### src/rtl/vram_scanout.sv
// VGA-timed scanout of the 512x256 Hack screen buffer through a 2-stage fetch/pixel pipeline.
// Optional macro SCANOUT_FRAMECNT_EN adds a 16-bit frame_count output.
module vram_scanout #(
  parameter int unsigned H_ACTIVE  = 640,
  parameter int unsigned H_FP      = 16,
  parameter int unsigned H_SYNC    = 96,
  parameter int unsigned H_BP      = 48,
  parameter int unsigned V_ACTIVE  = 480,
  parameter int unsigned V_FP      = 10,
  parameter int unsigned V_SYNC    = 2,
  parameter int unsigned V_BP      = 33,
  parameter int unsigned X_OFF     = 64,
  parameter int unsigned Y_OFF     = 112,
  parameter int unsigned BASE_ADDR = 0
) (
  input  logic        clk,
  input  logic        reset_n,
  input  logic        vram_loaded,
  output logic [13:0] vram_raddr,
  input  logic [15:0] vram_data,
  output logic        hsync,
  output logic        vsync,
  output logic        de,
  output logic        pixel,
`ifdef SCANOUT_FRAMECNT_EN
  output logic [15:0] frame_count,
`endif
  output logic        frame_start
);

  localparam int unsigned H_TOTAL = H_ACTIVE + H_FP + H_SYNC + H_BP;
  localparam int unsigned V_TOTAL = V_ACTIVE + V_FP + V_SYNC + V_BP;
  localparam int unsigned HW      = $clog2(H_TOTAL);
  localparam int unsigned VW      = $clog2(V_TOTAL);
  localparam int unsigned WIN_W   = 512;
  localparam int unsigned WIN_H   = 256;

  typedef enum logic {
    WAIT_LOAD = 1'b0,
    RUN       = 1'b1
  } state_e;

  state_e        r_state;
  state_e        w_state_nxt;
  logic [HW-1:0] r_h;
  logic [VW-1:0] r_v;
  logic [31:0]   w_h32;
  logic [31:0]   w_v32;
  logic          w_h_last;
  logic          w_v_last;
  logic          w_run;
  logic [8:0]    w_cx;
  logic [7:0]    w_cy;
  logic          w_in_win;
  logic          w_fetch;

  logic          r_s1_de;
  logic          r_s1_hs;
  logic          r_s1_vs;
  logic          r_s1_win;
  logic          r_s1_fetch;
  logic          r_s1_fs;
  logic [3:0]    r_s1_cx;
  logic [15:0]   r_word;
  logic [15:0]   w_word;

  // Stage 0: beam position decode
  assign w_h32    = 32'(r_h);
  assign w_v32    = 32'(r_v);
  assign w_h_last = (w_h32 == H_TOTAL - 1);
  assign w_v_last = (w_v32 == V_TOTAL - 1);
  assign w_run    = (r_state == RUN);
  assign w_cx     = 9'(w_h32 - X_OFF);
  assign w_cy     = 8'(w_v32 - Y_OFF);
  assign w_in_win = (w_h32 < H_ACTIVE) && (w_v32 < V_ACTIVE) &&
                    (w_h32 >= X_OFF) && (w_h32 < X_OFF + WIN_W) &&
                    (w_v32 >= Y_OFF) && (w_v32 < Y_OFF + WIN_H);
  assign w_fetch  = w_in_win && w_run && (w_cx[3:0] == 4'd0);

  always_ff @(posedge clk or negedge reset_n) begin
    if (!reset_n) begin
      r_h <= '0;
      r_v <= '0;
    end else if (w_h_last) begin
      r_h <= '0;
      r_v <= w_v_last ? '0 : r_v + VW'(1);
    end else begin
      r_h <= r_h + HW'(1);
    end
  end

  always_ff @(posedge clk or negedge reset_n) begin
    if (!reset_n) r_state <= WAIT_LOAD;
    else          r_state <= w_state_nxt;
  end

  // Display only starts on a whole-frame boundary; RUN is left only via reset
  always_comb begin
    w_state_nxt = r_state;
    case (r_state)
      WAIT_LOAD: if (w_h_last && w_v_last && vram_loaded) w_state_nxt = RUN;
      RUN:       w_state_nxt = RUN;
      default:   w_state_nxt = WAIT_LOAD;
    endcase
  end

  // Stage 0 -> 1: issue fetch and carry timing alongside the read
  always_ff @(posedge clk or negedge reset_n) begin
    if (!reset_n) begin
      vram_raddr <= '0;
      r_s1_de    <= 1'b0;
      r_s1_hs    <= 1'b1;
      r_s1_vs    <= 1'b1;
      r_s1_win   <= 1'b0;
      r_s1_fetch <= 1'b0;
      r_s1_fs    <= 1'b0;
      r_s1_cx    <= '0;
    end else begin
      r_s1_de    <= (w_h32 < H_ACTIVE) && (w_v32 < V_ACTIVE);
      r_s1_hs    <= !((w_h32 >= H_ACTIVE + H_FP) && (w_h32 < H_ACTIVE + H_FP + H_SYNC));
      r_s1_vs    <= !((w_v32 >= V_ACTIVE + V_FP) && (w_v32 < V_ACTIVE + V_FP + V_SYNC));
      r_s1_win   <= w_in_win && w_run;
      r_s1_fetch <= w_fetch;
      r_s1_fs    <= (r_h == '0) && (r_v == '0);
      r_s1_cx    <= w_cx[3:0];
      if (w_fetch) vram_raddr <= 14'(BASE_ADDR + 32'({w_cy, w_cx[8:4]}));
    end
  end

  // Fresh word is used directly on its first pixel, then held for the other 15
  assign w_word = r_s1_fetch ? vram_data : r_word;

  always_ff @(posedge clk or negedge reset_n) begin
    if (!reset_n) begin
      r_word      <= '0;
      hsync       <= 1'b1;
      vsync       <= 1'b1;
      de          <= 1'b0;
      pixel       <= 1'b0;
      frame_start <= 1'b0;
    end else begin
      if (r_s1_fetch) r_word <= vram_data;
      hsync       <= r_s1_hs;
      vsync       <= r_s1_vs;
      de          <= r_s1_de;
      pixel       <= w_word[r_s1_cx] & r_s1_win;
      frame_start <= r_s1_fs;
    end
  end

`ifdef SCANOUT_FRAMECNT_EN
  logic r_s1_run;

  always_ff @(posedge clk or negedge reset_n) begin
    if (!reset_n) begin
      r_s1_run    <= 1'b0;
      frame_count <= '0;
    end else begin
      r_s1_run <= w_run;
      if (r_s1_fs && r_s1_run) frame_count <= frame_count + 16'd1;
    end
  end
`endif

endmodule

### config.mk
export PLATFORM = sky130hd
export DESIGN_NAME = vram_scanout
export DESIGN_NICKNAME = d
export VERILOG_FILES = /design/src/rtl/vram_scanout.sv
export SDC_FILE = /design/constraint.sdc
export NUM_CORES = 1
export LEC_CHECK = 0
export CORE_AREA = 2 2 59 117
export CTS_CLUSTER_DIAMETER = 120
export DETAILED_ROUTE_END_ITERATION = 16
export DIE_AREA = 0 0 61 119
export PLACE_DENSITY = 0.74
export SLEW_MARGIN = 20
export SYNTH_ARGS = -nofsm -noshare
export SYNTH_HDL_FRONTEND = slang
export SYNTH_SLANG_ARGS = --single-unit
### constraint.sdc
create_clock -name clk -period 4.5 [get_ports clk]
set_clock_uncertainty 0.05 [all_clocks]
set_input_delay 0.675 -clock clk [delete_from_list [all_inputs] [get_ports clk]]
set_output_delay 0.675 -clock clk [all_outputs]
set_load 0.005 [all_outputs]
---- Word-level counts from Yosys, hierarchy flattened ----
Cells that the tools add are included.
storage, ports and cells
  bits of input ports ..................... 19
  register bits after elaboration ......... 65
  logic and storage cells ................. 60
  output and inout port bits .............. 19
cells by class
  multiplexer cells ....................... 7
  magnitude comparators ................... 11
  eq/ne operators ......................... 2
  bitwise gates (word level) .............. 2
  reductions and logical operators ........ 17
  add/subtract/negate cells ............... 4
operators with widths
  kind                     count
  $lt A10 B10 Y1 const B   3
  $lt A10 B9 Y1 const B    3
  $add A10 B1 Y10 const B  2
  $eq A10 B10 Y1 const B   2
  $ge A10 B7 Y1 const B    2
  $logic_not A10 Y1        2
  $mux W10                 2
  $mux W16                 1
  $logic_and A1 B1 Y1      12
  $ge A10 B10 Y1 const B   1
  $ge A10 B9 Y1 const B    1
  $sub A9 B7 Y9 const B    1
  $sub A8 B7 Y8 const B    1
  $lt A4 B5 Y1 const B     1
  $bmux W1 S4              1
  $logic_not A4 Y1         1
  $logic_not A1 Y1         2
  $mux W1                  2
  $pmux W1 S2              1
  $and A1 B1 Y1            1
  $not A1 Y1               1

---- Longest topological paths before layout ----
Gate-level depths: netlist of the first run.
  word-level depth ........................ 8
  mapped depth ............................ 7
  gate-level depth less buffers ........... 6

---- Least setup slack after synthesis of the first run ----
Ideal clock, no wire load.
  path type ............................... register -> register
  start ................................... register r_h[6]
  end ..................................... register vram_raddr[0]
  clock period less this slack ............ 2.101 ns
  buffers on the path ..................... 1
  data required time ...................... 4.325 ns
  data arrival time ....................... 1.926 ns
  path slack .............................. 2.399 ns
  cell stages (with the launch flop) ...... 8
  library setup time ...................... 0.125 ns
  cell sequence ........................... dfrtp_1 -> inv_1 -> ha_1 -> or3b_1 -> a31o_1 -> nand4_4 -> buf_6 -> mux2_4
on the way
  cells in the longest elaborated chain, start to end .. 8
  elaborated cells on any way between the ends .. 10
  those cells by class .................... order compare (3); reduce/logical (7)
RTL lines
  what                                  line  text
  start: declaration                    45    logic [HW-1:0] r_h;
  start signal: assignment              88    r_h <= r_h + HW'(1);
  $lt A10 B10 Y1                        75    assign w_in_win = (w_h32 < H_ACTIVE) && (w_v32 < V_ACTIVE) &&
  $logic_and A1 B1 Y1 (2 in a row)      75
  $logic_and A1 B1 Y1 (*) (2 in a row)  76    (w_h32 >= X_OFF) && (w_h32 < X_OFF + WIN_W) &&
  $logic_and A1 B1 Y1 (*)               77    (w_v32 >= Y_OFF) && (w_v32 < Y_OFF + WIN_H);
  $logic_and A1 B1 Y1 (*) (2 in a row)  78    assign w_fetch = w_in_win && w_run && (w_cx[3:0] == 4'd0);
  end signal: assignment                126   if (w_fetch) vram_raddr <= 14'(BASE_ADDR + 32'({w_cy, w_cx[8:4]}));
  end: declaration                      19    output logic [13:0] vram_raddr,
Every way passes the cells marked *; elsewhere a longest branch is shown, timed or not.
A chain may end at the register's enable or synchronous reset.

---- Worst setup path in the final report of the first run ----
  start ................................... register r_h[0]
  end ..................................... register r_state
on the way
  cells in the longest elaborated chain, start to end .. 5
RTL lines
  what                              line  text
  $eq A10 B10 Y1                    70    assign w_h_last = (w_h32 == H_TOTAL - 1);
  $logic_and A1 B1 Y1 (2 in a row)  101   WAIT_LOAD: if (w_h_last && w_v_last && vram_loaded) w_state_nxt = RUN;
  $mux W1                           101
  $pmux W1 S2                       100   case (r_state)
  net w_state_nxt                   44    state_e w_state_nxt;
  end signal: assignment            94    else r_state <= w_state_nxt;
  end: declaration                  43    state_e r_state;
The timed path passes the listed nets, and every way through them passes these cells.

==> results.md, run 1 <==
* Root Buffer: clkbuf_16
* Slew headroom at 0.4141
* GRT Total Usage at 0.1744
* Filler cell count at 537
* Worst-path clk slew at 0.05 ns
* CTS H-tree depth at 3
* Clock Latency Late Sink at 0.33 ns
* Seq pwr share at 0.450
* Netlist cell types at 51
* Routability cong. at 0.8539
* Core area at 0.006464 mm2
* Net count after synthesis at 282
* Combinational share of power at 0.022
* Mapped Area at 0.003131 mm2
* Routed wire length at 5680 um
* CTS tree: yes
* Fin crit share at 0.5222
* Int Power at 1.056 mW
* Initial DRC Count at 85
* Post-synth EDFFs at 0
* Commonest cells after routing, fill and taps aside: dfrtp_1 (61), clkdlybuf4s50_1 (35), mux2_2 (21)
* Final setup viols at 0
* First-pass GRT wire length at 9528 um
* Core Rows at 42
* DP Wirelength at 3967 um
* Vias/cell at 5.385
* Area delta synth->final at 21.98%
* ANT nets after route at 0
* Max-slew violations at 0
* Antenna violations before repair at 0
* Die height at 119 um
* Final Hold Viols at 0
* VDD IR max at 0.2068 mV
* Synth Flop Type: dfrtp_1
* Io pins at 38
* Number of global-route vias before repair at 2105
* Critical Path End Type: flip-flop
* Via Count at 2041
* Dpl cells at 363
* Wirelength per Cell at 14.99 um
* Post-CTS Repair Setup Buffers at 0
* Post-layout min period at 2.350 ns
* Max-cap violations at 0
* Yosys top cell area share at 0.4876
* Setup TNS at 0 ns
* Clk network pwr share at 0.528
* Lkg Pwr at 1.784 nW
* Antenna Cells at 0
* Post-synthesis cell count at 252
* Seq/Total Area, Yosys at 0.5212
* Pre-Repair DR Iteration Count at 4
* Syn avg cell area at 12.42 um2
* Clock sinks at 65
* Outcome: complete, no violations
* Starting density of the core at 0.4843
* Commonest non-fill, non-tap cell in the layout: dfrtp_1
* Yosys top cell by area: dfrtp_1
* Fraction of registers with async set/reset at 1.000
* Clock buffer depth at 2
* Seq cells post-synth at 65
* Hold/Removal Path Class: flip-flop to flip-flop
* Die X at 61 um
* Pin count of the biggest net entering global routing at 40
* Fraction of layout cells with a size suffix above 1 at 0.2165
* NetSw at 245.8 uW
* Grt total ovfl at 0
* Worst path required time at 4.71 ns
* Post-CTS sizing at 0
* RSZ-0062 raised after global routing: false
* Synth top area cells: dfrtp_1 (49%), mux2_2 (7.6%), ha_1 (4.4%), mux2_4 (3.8%), mux4_2 (3.6%)
* Port Buffer Count at 36
* Max FO, Critical Path at 15
* Cell Pwr Density at 341.0 mW/mm2
* YS warnings at 0
* DR DRC count at 0
* Fmax at 425.6 MHz
* Finished Layout Cells at 379
* Worst-margin pin slew at 0.8789 ns
* CTS Hold Bufs at 0
* CTS Buf Count at 9
* NumNets Final at 316
* CP arrival at 2.56 ns
* Critical Path Start Type: flip-flop
* Area of the die at 0.007259 mm2
* Crit path kind: flip-flop to flip-flop
* Net Sw Frac at 0.1888
-- routing by layer --
| metal | track usage | part of all wire | vias to the layer above |
|---|---|---|---|
| met2 | 0.2641 | 0.49 | 56 |
| li1 | - | - | 966 |
| met1 | 0.2217 | 0.45 | 1008 |
| met3 | 0.05537 | 0.040 | 11 |
| met5 | 0 | 0 | - |
| met4 | 0.08152 | 0.019 | 0 |
-- metrics by stage --
| step | setup WS (ns) | util | power (mW) | hold slack (ns) | area [um2] |
|---|---|---|---|---|---|
| after floorplan | 2.399 | - | 0.5968 | 0.2812 | 3131 |
| final | 2.150 | 0.5908 | 1.302 | 0.2948 | 3819 |
| after detailed placement | 2.170 | 0.5443 | 0.6245 | 0.2847 | 3518 |
| after global routing | 2.037 | 0.5908 | 1.346 | 0.3004 | 3819 |
| after global placement | 2.215 | 0.5443 | 0.6235 | 0.2863 | 3518 |
| after CTS | 2.152 | 0.5908 | 1.317 | 0.2965 | 3819 |
-- worst max-delay path: stages, from the launching register on --
cell and delay (ns):
dfrtp_1 0.43, ha_1 0.22, and3_1 0.29, nand3_2 0.31
nor3_1 0.77, a21o_1 0.21
-- synthesized netlist by cell type (all sizes together), types with 6 or more instances --
library cell	number
ha	11
nor2	10
mux2	29
o21ai	11
inv	13
a21oi	9
xor2	6
nand2	9
dfrtp	61
buf	13
nand3	9
-- power by group through the flow --
stage | sequential [mW] | combinational (mW) | clock [mW]
finish | 0.586 | 0.0285 | 0.688
global route | 0.585 | 0.0322 | 0.729
CTS | 0.585 | 0.0295 | 0.702
detailed placement | 0.595 | 0.0293 | 0
global placement | 0.595 | 0.0283 | 0
floorplan | 0.595 | 0.00147 | 0
-- sequential cells by signal, indices dropped and copies added, names as in the netlist, 4 cells and up --
name        flops
r_v            10
r_s1_cx         4
r_word         16
r_h            10
vram_raddr     13
-- worst paths after layout --
check                             start     endpoint  slack [ns]  cells after the start
worst min register to register  r_s1_fs  frame_start        0.29                      0
max in group asynchronous       reset_n      r_s1_hs        3.11                      2
worst min-delay path            r_s1_fs  frame_start        0.29                      0
min in group asynchronous       reset_n    r_word[9]        0.39                      1
worst max register to register   r_h[0]      r_state        2.15                      5
worst max-delay path             r_h[0]      r_state        2.15                      5
-- layout make-up --
type	instances	area [um2]	share of cell area
tap	88	110.1	0.02883
clock buffer	13	260.3	0.06815
clock inverter	3	40.04	0.01048
timing repair buffer	37	362.8	0.09502
multi-input combinational	160	1365	0.3575
sequential	65	1632	0.4273
inverter	13	48.80	0.01278
-- cell families after synthesis --
| family | Yosys count | share of synthesized area |
|---|---|---|
| flops | 65 | 0.5212 |
| simple gates | 64 | 0.1259 |
| mux | 38 | 0.1627 |
| compound gates | 35 | 0.07155 |
| buf+inv | 27 | 0.04276 |
| fa+ha+maj | 11 | 0.04396 |
| xor+xnor | 11 | 0.03077 |
| other cells | 1 | 0.001198 |
Power figures use the tool's default switching activity.
==> inputs of run 2 (changes only) <==
==> constraint.sdc (replaced) <==
create_clock -name clk -period 2.3 [get_ports clk]
set_clock_uncertainty 0.05 [all_clocks]
set_input_delay 0.345 -clock clk [delete_from_list [all_inputs] [get_ports clk]]
set_output_delay 0.345 -clock clk [all_outputs]
set_load 0.005 [all_outputs]
==> run 2 against run 1 <==
Net effect: clock power grew 82%; final cell count is 2.6% higher; register-to-register slack lost 2.0 ns; first-iteration DRC count is 27% higher; critical endpoint is now vram_raddr[4]; highest routed layer unchanged.
==> results.md, run 2 (synthesis gave the netlist of run 1 again) <==
* Outcome: complete, no violations
* Max-cap violations at 0
* RSZ-0062 raised after global routing: false
* Via Count at 2086
* Vias/cell at 5.362
* Final setup viols at 0
* Critical Path Start Type: flip-flop
* Area delta synth->final at 24.90%
* Clock buffer depth at 2
* Int Power at 1.981 mW
* DR DRC count at 0
* Routed wire length at 5822 um
* NumNets Final at 327
* Core area at 0.006464 mm2
* CTS H-tree depth at 3
* Setup TNS at 0 ns
* Max-slew violations at 0
* Core Rows at 42
* Initial DRC Count at 108
* CTS tree: yes
* GRT Total Usage at 0.1805
* Tot Pwr at 2.455 mW
* Crit path kind: flip-flop to flip-flop
* Area of placed instances at 0.003598 mm2
* DP Wirelength at 4057 um
* Antenna violations before repair at 0
* Pre-Repair DR Iteration Count at 4
* Starting density of the core at 0.4843
* Io pins at 38
* CTS Buf Count at 9
* Antenna Cells at 0
* Area of the die at 0.007259 mm2
* Fmax at 469.5 MHz
* Largest regs: r_word (16), vram_raddr (13)
* Hold/Removal Path Class: flip-flop to flip-flop
* Commonest non-fill, non-tap cell in the layout: dfrtp_1
* Grt total ovfl at 0
* Max FO, Critical Path at 14
* CP arrival at 2.29 ns
* Fraction of layout cells with a size suffix above 1 at 0.2458
* Cell Pwr Density at 627.9 mW/mm2
* Wirelength per Cell at 14.97 um
* Routability cong. at 0.8412
* Clk network pwr share at 0.509
* Net Sw Frac at 0.1932
* Seq pwr share at 0.467
* Commonest cells after routing, fill and taps aside: dfrtp_1 (61), clkdlybuf4s50_1 (35), mux2_2 (21)
* Fin crit share at 0.9261
* Number of global-route vias before repair at 2106
* Fin area at 0.003910 mm2
* Root Buffer: clkbuf_16
* Clock Latency Late Sink at 0.33 ns
* Worst path required time at 2.46 ns
* Worst-path clk slew at 0.05 ns
* Die height at 119 um
* Number of flip-flops under the largest register name at 16
* Port Buffer Count at 36
* Critical Path End Type: flip-flop
* Biggest register: r_word
* Combinational share of power at 0.024
* Pin count of the biggest net entering global routing at 66
* First-pass GRT wire length at 9763 um
* Die X at 61 um
* Final Hold Viols at 0
* Clock sinks at 65
* Post-layout min period at 2.130 ns
* VDD IR max at 0.5090 mV
* Lkg Pwr at 1.845 nW
* ANT nets after route at 0
* NetSw at 474.4 uW
-- run 2: layout make-up --
cell class	instances	area, um2
Clock buffer	12	266.5
Sequential cell	65	1632
Fill cell	530	2554
Inverter	13	48.80
Multi-Input combinational cell	160	1365
Timing Repair Buffer	48	473.0
Tap cell	88	110.1
Clock inverter	3	15.01
-- run 2: path summary, 6_finish.rpt --
| path | startpoint | endpoint | slack (ns) | depth (start not counted) |
|---|---|---|---|---|
| setup / recovery | r_h[6] | vram_raddr[4] | 0.17 | 7 |
| hold / removal | r_s1_de | de | 0.30 | 0 |
| setup reg to reg | r_h[6] | vram_raddr[4] | 0.17 | 7 |
| hold reg to reg | r_s1_de | de | 0.30 | 0 |
| max in group asynchronous | reset_n | vsync | 1.37 | 3 |
| min in group asynchronous | reset_n | r_word[12] | 0.51 | 3 |
-- run 2: worst max-delay path, cell delays in order, from the launching register on --
cell	delay, ns
dfrtp_1	0.43
inv_1	0.12
ha_1	0.18
or3b_1	0.36
a31o_1	0.24
nand4_4	0.11
buf_12	0.17
mux2_2	0.35
-- run 2: metrics by stage --
stage	util	instances	setup slack, ns	hold WS, ns
global placement	0.5567	372	0.2044	0.2887
global route	0.6049	389	0.07365	0.3009
detailed placement	0.5567	372	0.09932	0.2872
finish	0.6049	389	0.1700	0.2989
CTS	0.6018	388	0.08797	0.2983
floorplan	-	252	0.1992	-0.0005911
-- run 2: power groups by stage --
stage                     sequential [mW]  combinational, mW  clock [mW]
after floorplan                      1.16            0.00287           0
after global placement               1.16             0.0586           0
after detailed placement             1.16             0.0601           0
after CTS                            1.15             0.0616        1.28
after global routing                 1.14             0.0668        1.33
final                                1.15             0.0591        1.25
-- run 2: what timing repair did --
item | 4_1_cts | 5_1_grt
endpoints found under the setup margin | 0 | 4
endpoints found under the hold margin | 39 | 0
hold buffers | 1 | 0
setup buffers | 0 | 1
resized for setup | 0 | 0
-- run 2: routing by layer --
layer	global-route usage	vias up	part of all wire
met1	0.2319	1010	0.43
met5	0	-	0
met3	0.04669	19	0.046
met2	0.2728	68	0.50
li1	-	989	-
met4	0.09375	0	0.030
